## config.mk

```make
export PLATFORM = sky130hd
export DESIGN_NAME = ex_flag_branch_stage
export DESIGN_NICKNAME = d
export VERILOG_FILES = /design/src/rtl/ex_flag_branch_stage.sv
export SDC_FILE = /design/constraint.sdc
export NUM_CORES = 1
export LEC_CHECK = 0
export ABC_AREA = 1
export CORE_MARGIN = 2
export CORE_UTILIZATION = 61
export CTS_CLUSTER_DIAMETER = 100
export DETAILED_ROUTE_END_ITERATION = 8
export DONT_BUFFER_PORTS = 1
export MAX_ROUTING_LAYER = met4
export PLACE_DENSITY = 0.76
export SYNTH_ARGS = -nofsm -noshare
export SYNTH_HDL_FRONTEND = slang
export SYNTH_SLANG_ARGS = --single-unit
```

## constraint.sdc

```tcl
create_clock -name clk -period 2.5 [get_ports clk]
set_input_delay 0.5 -clock clk [delete_from_list [all_inputs] [get_ports clk]]
set_output_delay 0.5 -clock clk [all_outputs]
set_load 0.05 [all_outputs]
```

## src/rtl/ex_flag_branch_stage.sv

```systemverilog
// EX/MEM stage that sits directly behind the ALU. It registers the ALU
// result into the EX/MEM pipeline register, owns the architectural N/Z/V
// flag register, resolves conditional branches against the already
// committed flags, and discards the wrong-path instructions that follow a
// taken branch.
`timescale 1ns/1ps
module ex_flag_branch_stage #(
    parameter int DATA_W    = 32,
    parameter int ADDR_W    = 32,
    parameter int BR_SHADOW = 2
) (
    input  logic              clk,
    input  logic              rst_n,
    input  logic              stall_i,
    input  logic              flush_i,
    input  logic              ex_valid,
    input  logic [5:0]        ex_opcode,
    input  logic [DATA_W-1:0] ex_alu_out,
    input  logic              ex_n,
    input  logic              ex_z,
    input  logic              ex_v,
    input  logic              ex_is_br,
    input  logic [2:0]        ex_cond,
    input  logic [ADDR_W-1:0] ex_target,
    input  logic [4:0]        ex_rd,
    input  logic              ex_we,
    output logic              mem_valid,
    output logic [DATA_W-1:0] mem_result,
    output logic [4:0]        mem_rd,
    output logic              mem_we,
    output logic              flag_n,
    output logic              flag_z,
    output logic              flag_v,
    output logic              br_taken,
    output logic [ADDR_W-1:0] br_target
);

    typedef enum logic [0:0] {
        ST_RUN    = 1'b0,
        ST_SQUASH = 1'b1
    } state_t;

    localparam logic [2:0] SHADOW_CNT = 3'(BR_SHADOW);

    // Branch condition evaluated against the committed flag register.
    function automatic logic cond_true(input logic [2:0] cond,
                                       input logic n, input logic z, input logic v);
        logic res;
        case (cond)
            3'd0:    res = ~z;
            3'd1:    res = z;
            3'd2:    res = ~z & (n == v);
            3'd3:    res = (n != v);
            3'd4:    res = (n == v);
            3'd5:    res = z | (n != v);
            3'd6:    res = v;
            3'd7:    res = 1'b1;
            default: res = 1'b0;
        endcase
        return res;
    endfunction

    // Only arithmetic/logic ops produce architectural flags; shifts, NO_OP
    // and undefined encodings leave them alone.
    function automatic logic op_sets_flags(input logic [5:0] op);
        logic res;
        case (op)
            6'h20, 6'h21, 6'h22, 6'h23, 6'h24, 6'h25, 6'h28: res = 1'b1;
            default:                                         res = 1'b0;
        endcase
        return res;
    endfunction

    state_t              state_q;
    logic [2:0]          cnt_q;
    logic                mem_valid_q;
    logic [DATA_W-1:0]   mem_result_q;
    logic [4:0]          mem_rd_q;
    logic                mem_we_q;
    logic                flag_n_q;
    logic                flag_z_q;
    logic                flag_v_q;
    logic                br_taken_q;
    logic [ADDR_W-1:0]   br_target_q;

    logic                accept_s;
    logic                take_s;
    logic                flag_wr_s;

    // Decode which action the EX instruction takes on the coming edge.
    always_comb begin
        accept_s  = ex_valid & ~stall_i & ~flush_i & (state_q == ST_RUN);
        take_s    = accept_s & ex_is_br & cond_true(ex_cond, flag_n_q, flag_z_q, flag_v_q);
        flag_wr_s = accept_s & ~ex_is_br & op_sets_flags(ex_opcode);
    end

    // Pipeline register, flag register and squash FSM; flush beats stall.
    always_ff @(posedge clk or negedge rst_n) begin
        if (!rst_n) begin
            state_q      <= ST_RUN;
            cnt_q        <= 3'd0;
            mem_valid_q  <= 1'b0;
            mem_result_q <= {DATA_W{1'b0}};
            mem_rd_q     <= 5'd0;
            mem_we_q     <= 1'b0;
            flag_n_q     <= 1'b0;
            flag_z_q     <= 1'b0;
            flag_v_q     <= 1'b0;
            br_taken_q   <= 1'b0;
            br_target_q  <= {ADDR_W{1'b0}};
        end else if (flush_i) begin
            state_q     <= ST_RUN;
            cnt_q       <= 3'd0;
            mem_valid_q <= 1'b0;
            mem_we_q    <= 1'b0;
            br_taken_q  <= 1'b0;
        end else if (stall_i) begin
            // Everything holds; only the branch pulse is dropped.
            br_taken_q <= 1'b0;
        end else begin
            br_taken_q <= take_s;
            if (take_s) begin
                br_target_q <= ex_target;
            end else begin
                br_target_q <= br_target_q;
            end

            if (accept_s && !ex_is_br) begin
                mem_valid_q  <= 1'b1;
                mem_result_q <= ex_alu_out;
                mem_rd_q     <= ex_rd;
                mem_we_q     <= ex_we;
            end else begin
                mem_valid_q <= 1'b0;
                mem_we_q    <= 1'b0;
            end

            if (flag_wr_s) begin
                flag_n_q <= ex_n;
                flag_z_q <= ex_z;
                flag_v_q <= ex_v;
            end else begin
                flag_n_q <= flag_n_q;
            end

            case (state_q)
                ST_RUN: begin
                    if (take_s) begin
                        state_q <= ST_SQUASH;
                        cnt_q   <= SHADOW_CNT;
                    end else begin
                        state_q <= ST_RUN;
                    end
                end
                ST_SQUASH: begin
                    // Each valid wrong-path instruction burns one shadow slot.
                    if (ex_valid) begin
                        if (cnt_q <= 3'd1) begin
                            state_q <= ST_RUN;
                            cnt_q   <= 3'd0;
                        end else begin
                            cnt_q <= cnt_q - 3'd1;
                        end
                    end else begin
                        cnt_q <= cnt_q;
                    end
                end
                default: begin
                    state_q <= ST_RUN;
                    cnt_q   <= 3'd0;
                end
            endcase
        end
    end

    assign mem_valid  = mem_valid_q;
    assign mem_result = mem_result_q;
    assign mem_rd     = mem_rd_q;
    assign mem_we     = mem_we_q;
    assign flag_n     = flag_n_q;
    assign flag_z     = flag_z_q;
    assign flag_v     = flag_v_q;
    assign br_taken   = br_taken_q;
    assign br_target  = br_target_q;

endmodule

```

# Word-level counts from Yosys, hierarchy flattened
# Cells that the tools add are included.
[word_totals]
ff_bits = 79
in_bits = 88
output_inout_bits = 75
word_cells = 76
[op_classes]
n_addsub = 1
magnitude_cmp = 1
eq_ne = 19
n_mux = 22
bitwise_logic = 14
n_reduce_logical = 8
[ops]
columns = ["operator", "count"]
rows = [
  ["$eq A6 B6 Y1 const B", 7],
  ["$mux W3", 5],
  ["$mux W1", 14],
  ["$eq A3 B3 Y1 const B", 4],
  ["$reduce_and A3 Y1", 4],
  ["$and A1 B1 Y1", 8],
  ["$pmux W1 S8", 1],
  ["$reduce_or A7 Y1", 1],
  ["$eq A3 B2 Y1 const B", 2],
  ["$ne A3 B3 Y1 const B", 2],
  ["$pmux W3 S2", 1],
  ["$not A1 Y1", 5],
  ["$eq A3 B1 Y1 const B", 1],
  ["$le A3 B1 Y1 const B", 1],
  ["$logic_not A3 Y1", 1],
  ["$sub A3 B1 Y3 const B", 1],
  ["$ne A2 B1 Y1 const B", 1],
  ["$pmux W1 S2", 1],
  ["$eq A1 B1 Y1", 1],
  ["$logic_and A1 B1 Y1", 1],
  ["$logic_not A1 Y1", 1],
  ["$ne A1 B1 Y1", 1],
  ["$or A1 B1 Y1", 1],
]

# Logic depth before layout (Yosys ltp)
# Gate-level depths: netlist (run 1).
[logic_depth]
word_depth = 10
depth_mapped = 12
mapped_depth_nobuf = 12

# Least setup slack after synthesis (run 1)
# OpenSTA, ideal clock, no wires.
[synth_path]
kind = "flip-flop to flip-flop"
from = "reg flag_n_q, in the netlist flag_n"
to = "reg br_target_q[10], in the netlist br_target[10]"
setup_ns = 0.118
arrival_time_ns = 1.538
slack_ns = 0.844
stages_incl_launch_ff = 13
path_buffers = 1
synth_period_minus_slack_ns = 1.656
cell_sequence = "dfrtp_1 -> inv_1 -> nand2_1 -> nand3_1 -> nand2_1 -> nand2_1 -> nand2_1 -> nand2_1 -> nand2_2 -> inv_2 -> buf_4 -> nand2_1 -> nand2_1"
[synth_via]
elab_chain_cells = 5
word_cells_on_any_way = 7
[synth_rtl]
columns = ["item", "line", "source"]
rows = [
  ["start, declared", "80", "logic flag_n_q;"],
  ["start signal, assigned", "139", "flag_n_q <= ex_n;"],
  ["start signal, assigned", "143", "flag_n_q <= flag_n_q;"],
  ["$ne A1 B1 Y1 or $eq A1 B1 Y1 (tied branches)", "-", ""],
  ["$or A1 B1 Y1 or $and A1 B1 Y1 (tied branches)", "55, 52", ""],
  ["$pmux W1 S8 (*)", "49", "case (cond)"],
  ["$and A1 B1 Y1 (*)", "93", "take_s = accept_s & ex_is_br & cond_true(ex_cond, flag_n_q, flag_z_q, flag_v_q);"],
  ["$reduce_and A3 Y1 (no line) (*)", "-", ""],
  ["end signal, assigned", "110", "br_target_q <= {ADDR_W{1'b0}};"],
  ["end signal, assigned", "123", "br_target_q <= ex_target;"],
  ["end signal, assigned", "125", "br_target_q <= br_target_q;"],
  ["end, declared", "84", "logic [ADDR_W-1:0] br_target_q;"],
]
# Every way passes the cells marked *; elsewhere a longest branch is shown, timed or not.
# A chain may end at the register's enable or synchronous reset.

# Worst setup path after layout (run 1)
[layout_path]
from = "reg flag_n_q, in the netlist flag_n"
to = "reg br_target_q[12], in the netlist br_target[12]"
# The elaborated chain is that of the path after synthesis.

==> results of run 1 <==
[area by class of cell]
cell class,count,share of cell area (%)
inverters,14,1.540
clock buffers,12,3.959
clock inverters,4,0.6598
well taps,70,2.566
repair buffers,4,1.466
multi-input cells,269,31.89
flip-flops and latches,79,57.92
[power by group]
part	leakage [uW]	switching (uW)	internal (uW)
Combinational	0.000817	197	128
Sequential	0.000997	1110	1520
Clock	0.0000801	425	357
Total	0.00189	1730	2000
[how the worst max path moves through the flow]
stage	from	to	slack [ps]	cells after the start
floorplan	flag_n	br_target[10]	840	12
detailed placement	flag_n	br_target[12]	540	10
global route	flag_n	br_target[20]	290	10
global placement	flag_n	br_target[12]	610	10
finish	flag_n	br_target[12]	540	10
CTS	flag_n	br_target[12]	530	10
[state kept, by name (all words and copies together) (netlist names)]
signal and cells:
br_target 32, mem_result 32, mem_rd 5, cnt_q 3, br_taken 1, flag_n 1, flag_v 1, flag_z 1
mem_valid 1, mem_we 1, state_q 1
[synth_stat cells]
cell and instances:
inv_2 3, nor3_2 1, nor3_1 2, buf_2 8
nand3_1 9, nand3_2 1, nand2_2 1, nor2_1 5
o21ai_1 1, nand2_1 233, clkbuf_1 1, a32o_1 1
buf_4 5, nor2_2 2, dfrtp_1 79, inv_1 11
a21oi_1 6, ha_1 2, o21a_1 1, xnor2_1 1
o21ai_0 3
[worst max-delay path: stages, from the launching register on]
cell and delay, ps:
dfrtp_1 650, inv_1 160, nand2_1 120, nand3_1 100, nand3_1 80, nand2_1 50
nand2_1 80, nand2_2 70, inv_2 390, nand2_1 130, nand2_1 90
[kinds of logic after synthesis]
group | count (synthesis)
flip-flops | 79
XOR/XNOR | 1
buffers and inverters | 28
adder cells (fa/ha/maj) | 2
AO/OA/AOI/OAI | 12
AND/OR/NAND/NOR | 254
[per-stage QoR]
step	power, uW	utilization, %
floorplan	2841	-
global placement	2922	63.61
detailed placement	2950	63.61
CTS	3758	67.26
global route	3901	67.26
finish	3727	67.26
[per-layer routing]
layer	track usage, %	wire length [um]	vias to the layer above
li1	-	-	1141
met1	29.21	2650	1141
met2	38.76	3400	92
met3	7.109	470	11
met4	12.73	116	0
met5	-	0	-
==> impl_metrics.tcl, run 1 <==
set metrics [dict create \
    gp_congestion 0.7468 \
    pin_count 163 \
    overflow 0 \
    ff_latch_area_um2 1977 \
    syn-cell-area_um2 3199 \
    final_common_cell "nand2_1" \
    post_route_cells_drive_above_1_share_pct 6.545 \
    synth.area.top_cells "dfrtp_1 (62%), nand2_1 (27%), nand3_1 (1.4%)" \
    synth_top_area_cell "dfrtp_1" \
    dp_hpwl_um 4612 \
    critPathMaxFanout 33 \
    post-cts-setup-buffer-count 0 \
    syn_inst 376 \
    clk_latency_ps 340 \
    path_clk_slew_ps 80 \
    hold_slack_ps 37.59 \
    leakagePower_uw 0.001894 \
    antenna_found_initial 0 \
    worst_ir_drop_vdd_mv 0.6920 \
    final_cell_mix "nand2_1 (233), dfrtp_1 (79), inv_1 (11)" \
    final_net_count 467 \
    worst_ep_arrival_time_ps 2240 \
    cts-buffers-inserted 9 \
    root_buffer "clkbuf_8" \
    finalSetupViolCount 0 \
    worstSetupEndpointType "register" \
    fmax_mhz 510.4 \
    cp.required_ps 2780 \
    timing.rr.end "br_target[12]" \
    finalNonFillerCells 452 \
    synthAdderAreaFrac_pct 0.7822 \
    r2r-start "flag_n" \
    max-clock-path-buffers 2 \
    die_x_um 76.42 \
    area_growth_pct 6.687 \
    grt_usage_pct 24.69 \
    relSlewSlack_pct 59.22 \
    synth-xor-area-share_pct 0.2738 \
    syn-num-nets 466 \
    h-tree-depth 3 \
    start_kind "register" \
    fin_setup_tns_ps 0 \
    drv_cap 0 \
    grt_pass1_vias 2388 \
    syn_avg_cell_area_um2 8.509 \
    postLayoutCellArea_um2 3413 \
    dpl_cell_area_um2 3228 \
    viasPerCell 5.277 \
    fillers 436 \
    hold_path_class "in -> async" \
    detail-route-antenna-nets 0 \
    powerDensity_nw_per_um2 1092 \
    synth_top_family_by_area "simple AND/OR/NAND/NOR gates" \
    first_pass_iters 4 \
    synth_top_area_share_pct 61.79 \
    finalHoldViolations 0 \
    grt_max_degree 80 \
    place_ws_ps 544.3 \
    core_area_um2 5075 \
    n_antenna_cell 0 \
    worstMarginPinSlew_ps 610.8 \
    dieArea_um2 5840 \
    ys_types 21 \
    multi_input_area_um2 1089 \
    status "completed" \
    rsz0062_at_grt "no" \
    cts_tree "built" \
    yosysWarnings 0 \
    grt_pass1_wl_um 10960 \
    drc 0 \
    postLayoutSetupSlackWorst_ps 540.9 \
    yosys.area_share.simple_pct 30.86 \
    cts_resized 0 \
    maxSlewViolCount 0 \
    dp.cells 435 \
    ys_seq_area_share_pct 61.79 \
    port_buffers 0 \
    drtIter0Drc 104 \
    muxShareOfSynthArea_pct 0 \
    rows 26 \
    cts_hold_buf 1 \
    fin_crit_ps 1959 \
    clock-sinks 79 \
    start_util_pct 63.04 \
    die-height_um 76.42 \
    critPathKind "reg -> reg" \
    period_share_pct 78.36 \
    avgRoutedWirePerCell_um 14.68 \
    ys_seq_elements 79 \
    routed_wl_um 6637 \
    clock_skew_ps 7.590 \
    vias 2385 \
    r2r_slack_ps 540 \
    synth_compound_area_share_pct 2.112 \
    reg2reg_depth 10 \
]
No activity file was read; power rests on OpenSTA's default activity.
==> inputs of run 2 (changes only) <==
--- a/config.mk
+++ b/config.mk
@@ -5,14 +5,14 @@
 export SDC_FILE = /design/constraint.sdc
 export NUM_CORES = 1
 export LEC_CHECK = 0
-export ABC_AREA = 1
+export ABC_AREA = 0
 export CORE_MARGIN = 2
-export CORE_UTILIZATION = 61
+export CORE_UTILIZATION = 56
 export CTS_CLUSTER_DIAMETER = 100
 export DETAILED_ROUTE_END_ITERATION = 8
 export DONT_BUFFER_PORTS = 1
 export MAX_ROUTING_LAYER = met4
-export PLACE_DENSITY = 0.76
+export PLACE_DENSITY = 0.73
 export SYNTH_ARGS = -nofsm -noshare
 export SYNTH_HDL_FRONTEND = slang
 export SYNTH_SLANG_ARGS = --single-unit
==> constraint.sdc (replaced) <==
create_clock -name clk -period 1.7 [get_ports clk]
set_input_delay 0.34 -clock clk [delete_from_list [all_inputs] [get_ports clk]]
set_output_delay 0.34 -clock clk [all_outputs]
set_load 0.05 [all_outputs]
==> run 2 against run 1 <==
Effect of this change: the flow now finishes with violations (negative hold slack, negative setup slack); core utilization rose by 6.8 points; total power rose by 82%; global-route usage rose by 0.86 points; count of clock-buffer cells in the layout fell by 3; register-to-register slack got worse by 820 ps; fmax fell by 0.88%; via count fell by 20%.
==> impl_metrics.tcl, run 2 <==
set metrics [dict create \
    status "finished with violations" \
    violations "negative hold slack, negative setup slack" \
    rows 27 \
    gp_congestion 0.6605 \
    r2r-start "state_q" \
    final_net_count 328 \
    postLayoutSetupSlackWorst_ps -276.4 \
    grt_pass1_wl_um 11660 \
    ys_seq_area_share_pct 59.94 \
    start_util_pct 58.81 \
    worstMarginPinSlew_ps 531.1 \
    clock_skew_ps 4.882 \
    cp.required_ps 1940 \
    area_growth_pct 25.95 \
    ys_seq_elements 79 \
    syn-cell-area_um2 3298 \
    avgRoutedWirePerCell_um 25.31 \
    fin_setup_tns_ps -15780 \
    fin_crit_ps 1976 \
    post_route_cells_drive_above_1_share_pct 51.44 \
    hold_path_class "in -> async" \
    syn-num-nets 300 \
    antenna_found_initial 0 \
    viasPerCell 6.041 \
    critPathBufInv 1 \
    hold_slack_ps -319.5 \
    synth.area.top_cells "dfrtp_1 (60%), mux2_2 (16%), mux2_4 (12%)" \
    core_area_um2 5608 \
    dp_hpwl_um 4958 \
    synth-edff-count 0 \
    final_common_cell "dfrtp_1" \
    synth_commonest_cells "dfrtp_1 (79), mux2_2 (46), mux2_4 (26)" \
    start_kind "register" \
    grt_usage_pct 25.56 \
    cp-startpoint "state_q" \
    rsz0062_at_grt "yes" \
    routed_wl_um 7972 \
    relSlewSlack_pct 64.59 \
    period_share_pct 116.3 \
    drv_cap 0 \
    critPathKind "reg -> reg" \
    fin_util_pct 74.07 \
    grt_max_degree 80 \
    worst_ep_arrival_time_ps 2210 \
    finalNonFillerCells 315 \
    cts_tree "built" \
    worst_ir_drop_vdd_mv 0.9593 \
    syn_inst 210 \
    path_clk_slew_ps 80 \
    ys_async_sr_fraction_pct 100.0 \
    yosysMostFrequentCell "dfrtp_1" \
    max-clock-path-buffers 2 \
    path_delay_family "simple AND/OR/NAND/NOR gates" \
    muxShareOfSynthArea_pct 27.85 \
    dieArea_um2 6520 \
    h-tree-depth 3 \
    drc 0 \
    drtIter0Drc 100 \
    synth_top_family_by_area "multiplexers" \
    fmax_mhz 506.0 \
    yosys.area_share.simple_pct 3.338 \
    finalHoldViolations 79 \
    pin_count 163 \
    syn_avg_cell_area_um2 15.71 \
    worst_path_max_delay_cell "or4b_4" \
    dp.cells 285 \
    powerDensity_nw_per_um2 1632 \
    finalSetupViolCount 75 \
    die_x_um 80.75 \
    cts-buffers-inserted 9 \
    cp-endpoint "br_target[18]" \
    n_antenna_cell 0 \
    cp_cell_sequence "or4b_4 -> nor3b_4 -> a31oi_4 -> buf_12 -> mux2_4" \
    dpl_cell_area_um2 3511 \
    synth_compound_area_share_pct 5.008 \
    synth-xor-area-share_pct 0.2656 \
    timing.rr.end "br_target[18]" \
    cpPeakStageDelay_ps 550 \
    clock-sinks 79 \
    worstSetupEndpointType "register" \
    first_pass_iters 4 \
    die-height_um 80.75 \
    vias 1903 \
    r2r_slack_ps -280 \
    synth_ff_type "dfrtp_1" \
    postLayoutCellArea_um2 4154 \
    final_cell_mix "dfrtp_1 (76), mux2_4 (64), clkbuf_8 (9)" \
    critPathMaxFanout 15 \
    detail-route-antenna-nets 0 \
    ys_types 39 \
    reg2reg_depth 5 \
    root_buffer "clkbuf_8" \
    synthAdderAreaFrac_pct 1.062 \
    port_buffers 0 \
    grt_pass1_vias 2175 \
    leakagePower_uw 0.001980 \
    overflow 0 \
    maxSlewViolCount 0 \
    synth_top_area_share_pct 59.94 \
    crit_cells 5 \
    clk_latency_ps 350 \
    yosysWarnings 0 \
    synth_top_area_cell "dfrtp_1" \
]
run 2: logic make-up (layout without fill, tap and decap cells):
family	Yosys count	count (layout)
compound gates	21	21
xor+xnor	1	1
fa+ha+maj	3	3
buf+inv	15	48
flops	79	79
mux	73	73
simple gates	18	18
run 2: metrics by stage:
step	power (uW)	hold slack [ps]	worst slack, ps
5_1_grt	7012	-343.2	-332.1
3_5_place_dp	5225	47.09	-239.6
4_1_cts	6772	-335.0	-236.7
3_3_place_gp	5157	46.66	-211.2
2_1_floorplan	4981	44.41	-227.5
6_report	6780	-319.5	-276.4
run 2: what timing repair did:
action / 4_1_cts / 5_1_grt
setup endpoints to repair: 75 / 75
gates cloned: 6 / 2
setup buffers: 5 / 5
endpoints found under the hold margin: 79 / 79
pin swaps: 0 / 0
gates resized for setup: 46 / 10
run 2: final cells by class:
cell class / count / area (um^2)
clock inverter: 7 / 80.08
clock buffer: 9 / 123.9
inverter: 8 / 30.03
sequential: 79 / 1981
tap: 72 / 90.09
fill: 351 / 1454
multi-input combinational: 116 / 1468
timing repair buffer: 24 / 381.6
run 2: where the power goes:
group          internal, uW  switching, uW
Combinational           680            260
Sequential             2330           2100
Clock                   693            716
run 2: worst min path at each step:
| stage | end | cells past startpoint |
|---|---|---|
| after floorplan | br_taken | 0 |
| after global placement | flag_z | 0 |
| after detailed placement | flag_n | 0 |
| after CTS | br_target[1] | 0 |
| after global routing | br_target[19] | 0 |
| final | flag_z | 0 |
run 2: metal layers:
metal	part of all wire, %	track usage, %	up-vias
met5	0	-	-
met4	2.6	10.34	0
met3	7.5	7.778	19
met2	55	43.00	100
met1	35	28.63	967
li1	-	-	817
==> inputs of run 3 (changes only) <==
--- a/config.mk
+++ b/config.mk
@@ -6,6 +6,7 @@
 export NUM_CORES = 1
 export LEC_CHECK = 0
 export ABC_AREA = 0
+export CORE_ASPECT_RATIO = 1.75
 export CORE_MARGIN = 2
 export CORE_UTILIZATION = 56
 export CTS_CLUSTER_DIAMETER = 100
==> run 3 against run 2 <==
Effect of this change: the flow still finishes with violations (negative hold slack, negative setup slack); via count decreased by 0.42%; largest power group unchanged; total power rose by 1.2%; global-route usage decreased by 1.7 points; final cell count up 0.32%; non-clock buffer count down 5; hold slack got worse by 1.2 ps; core utilization fell by 4.5 points; design area down 3.0%.
==> impl_metrics.tcl, run 3 (synthesized netlist as in run 2, its figures left out) <==
set metrics [dict create \
    powerDensity_nw_per_um2 1703 \
    dp_hpwl_um 5242 \
    cts-buffers-inserted 9 \
    rows 37 \
    cpPeakStageDelay_ps 540 \
    hold_path_class "in -> async" \
    final_cell_mix "dfrtp_1 (76), mux2_4 (59), mux2_2 (13)" \
    die-height_um 105.5 \
    h-tree-depth 3 \
    die_x_um 62.01 \
    post_route_cells_drive_above_1_share_pct 50.00 \
    critPathKind "reg -> reg" \
    relSlewSlack_pct 63.99 \
    worstMarginPinSlew_ps 540.1 \
    ff_latch_area_um2 1981 \
    worst_path_max_delay_cell "or4b_4" \
    vias 1895 \
    grt_max_degree 80 \
    cts_tree "built" \
    gp_congestion 0.7813 \
    viasPerCell 5.997 \
    fillers 376 \
    overflow 0 \
    worst_ep_arrival_time_ps 2200 \
    port_buffers 0 \
    area_growth_pct 22.15 \
    root_buffer "clkbuf_8" \
    fin_crit_ps 1967 \
    path_delay_family "simple AND/OR/NAND/NOR gates" \
    drv_cap 0 \
    fmax_mhz 508.4 \
    cp_cell_sequence "or4b_4 -> buf_6 -> nor2_4 -> buf_12 -> nand4b_1 -> mux2_2" \
    n_antenna_cell 0 \
    pin_count 163 \
    max-clock-path-buffers 2 \
    avgRoutedWirePerCell_um 23.75 \
    path_clk_slew_ps 80 \
    finalHoldViolations 79 \
    cp.required_ps 1940 \
    p_total_uw 6862 \
    maxSlewViolCount 0 \
    rsz0062_at_grt "yes" \
    start_kind "register" \
    grt_usage_pct 23.86 \
    detail-route-antenna-nets 0 \
    clock_skew_ps 6.500 \
    worstSetupEndpointType "register" \
    fin_util_pct 69.62 \
    finalSetupViolCount 77 \
    worst_ir_drop_vdd_mv 0.9842 \
    status "finished with violations" \
    critPathBufInv 2 \
    first_pass_iters 5 \
    drtIter0Drc 90 \
    start_util_pct 56.99 \
    dieArea_um2 6543 \
    period_share_pct 115.7 \
    violations "negative hold slack, negative setup slack" \
    final_common_cell "dfrtp_1" \
    multi_input_area_um2 1434 \
    clock-sinks 79 \
    hold_slack_ps -320.7 \
    antenna_found_initial 0 \
    leakagePower_uw 0.001916 \
    drc 0 \
    postLayoutSetupSlackWorst_ps -267.0 \
    core_area_um2 5787 \
    place_ws_ps -243.4 \
    grt_pass1_vias 2178 \
    critPathMaxFanout 4 \
    routed_wl_um 7506 \
    final_net_count 323 \
    clk_latency_ps 340 \
    grt_pass1_wl_um 10720 \
]
## run 3: routing by layer
| metal | global-route usage [%] | vias to the layer above | wire (um) | part of all wire, % |
|---|---|---|---|---|
| met5 | - | - | 0 | 0 |
| met4 | 11.25 | 0 | 176 | 2.3 |
| met3 | 7.485 | 15 | 545 | 7.3 |
| met2 | 39.06 | 109 | 4282 | 57 |
| met1 | 24.87 | 972 | 2502 | 33 |
| li1 | - | 799 | - | - |
## run 3: cell type report
class,instances,share of cell area (%)
Sequential cell,79,49.16
Multi-Input combinational cell,116,35.59
Timing Repair Buffer,19,6.584
Clock buffer,10,3.416
Tap cell,78,2.422
Clock inverter,6,2.081
Inverter,8,0.7453
## run 3: path summary, 6_finish.rpt
path	start	slack, ps	cells after the start	endpoint
worst max register to register	state_q	-270	6	flag_n
max in group asynchronous	rst_n	1880	0	cnt_q[0]
worst min register to register	cnt_q[2]	610	2	cnt_q[2]
worst min-delay path	rst_n	-320	0	flag_z
min in group clk	flush_i	40	1	cnt_q[1]
worst max-delay path	state_q	-270	6	flag_n
## run 3: what timing repair did
action / 4_1_cts / 5_1_grt
endpoints found under the setup margin: 77 / 78
hold endpoints to repair: 79 / 79
gates resized for setup: 2 / 37
buffers inserted: 2 / 2
cloned: 1 / 3
## run 3: power by group
part	leakage (uW)	total, uW	switching, uW	internal, uW
registers	0.000968	4420	2100	2330
logic	0.000832	923	263	660
clock network	0.000116	1520	655	861
total	0.00192	6860	3010	3850
## run 3: stage by stage
step | TNS, ps | cells | hold slack [ps] | instance area [um^2]
final | -17010 | 316 | -320.7 | 4029
after global routing | -21710 | 316 | -349.1 | 4029
after CTS | -16510 | 312 | -339.2 | 3826
after detailed placement | -15450 | 293 | 46.25 | 3546
after global placement | -14150 | 293 | 45.97 | 3546
after floorplan | -9807 | 210 | 44.41 | 3377
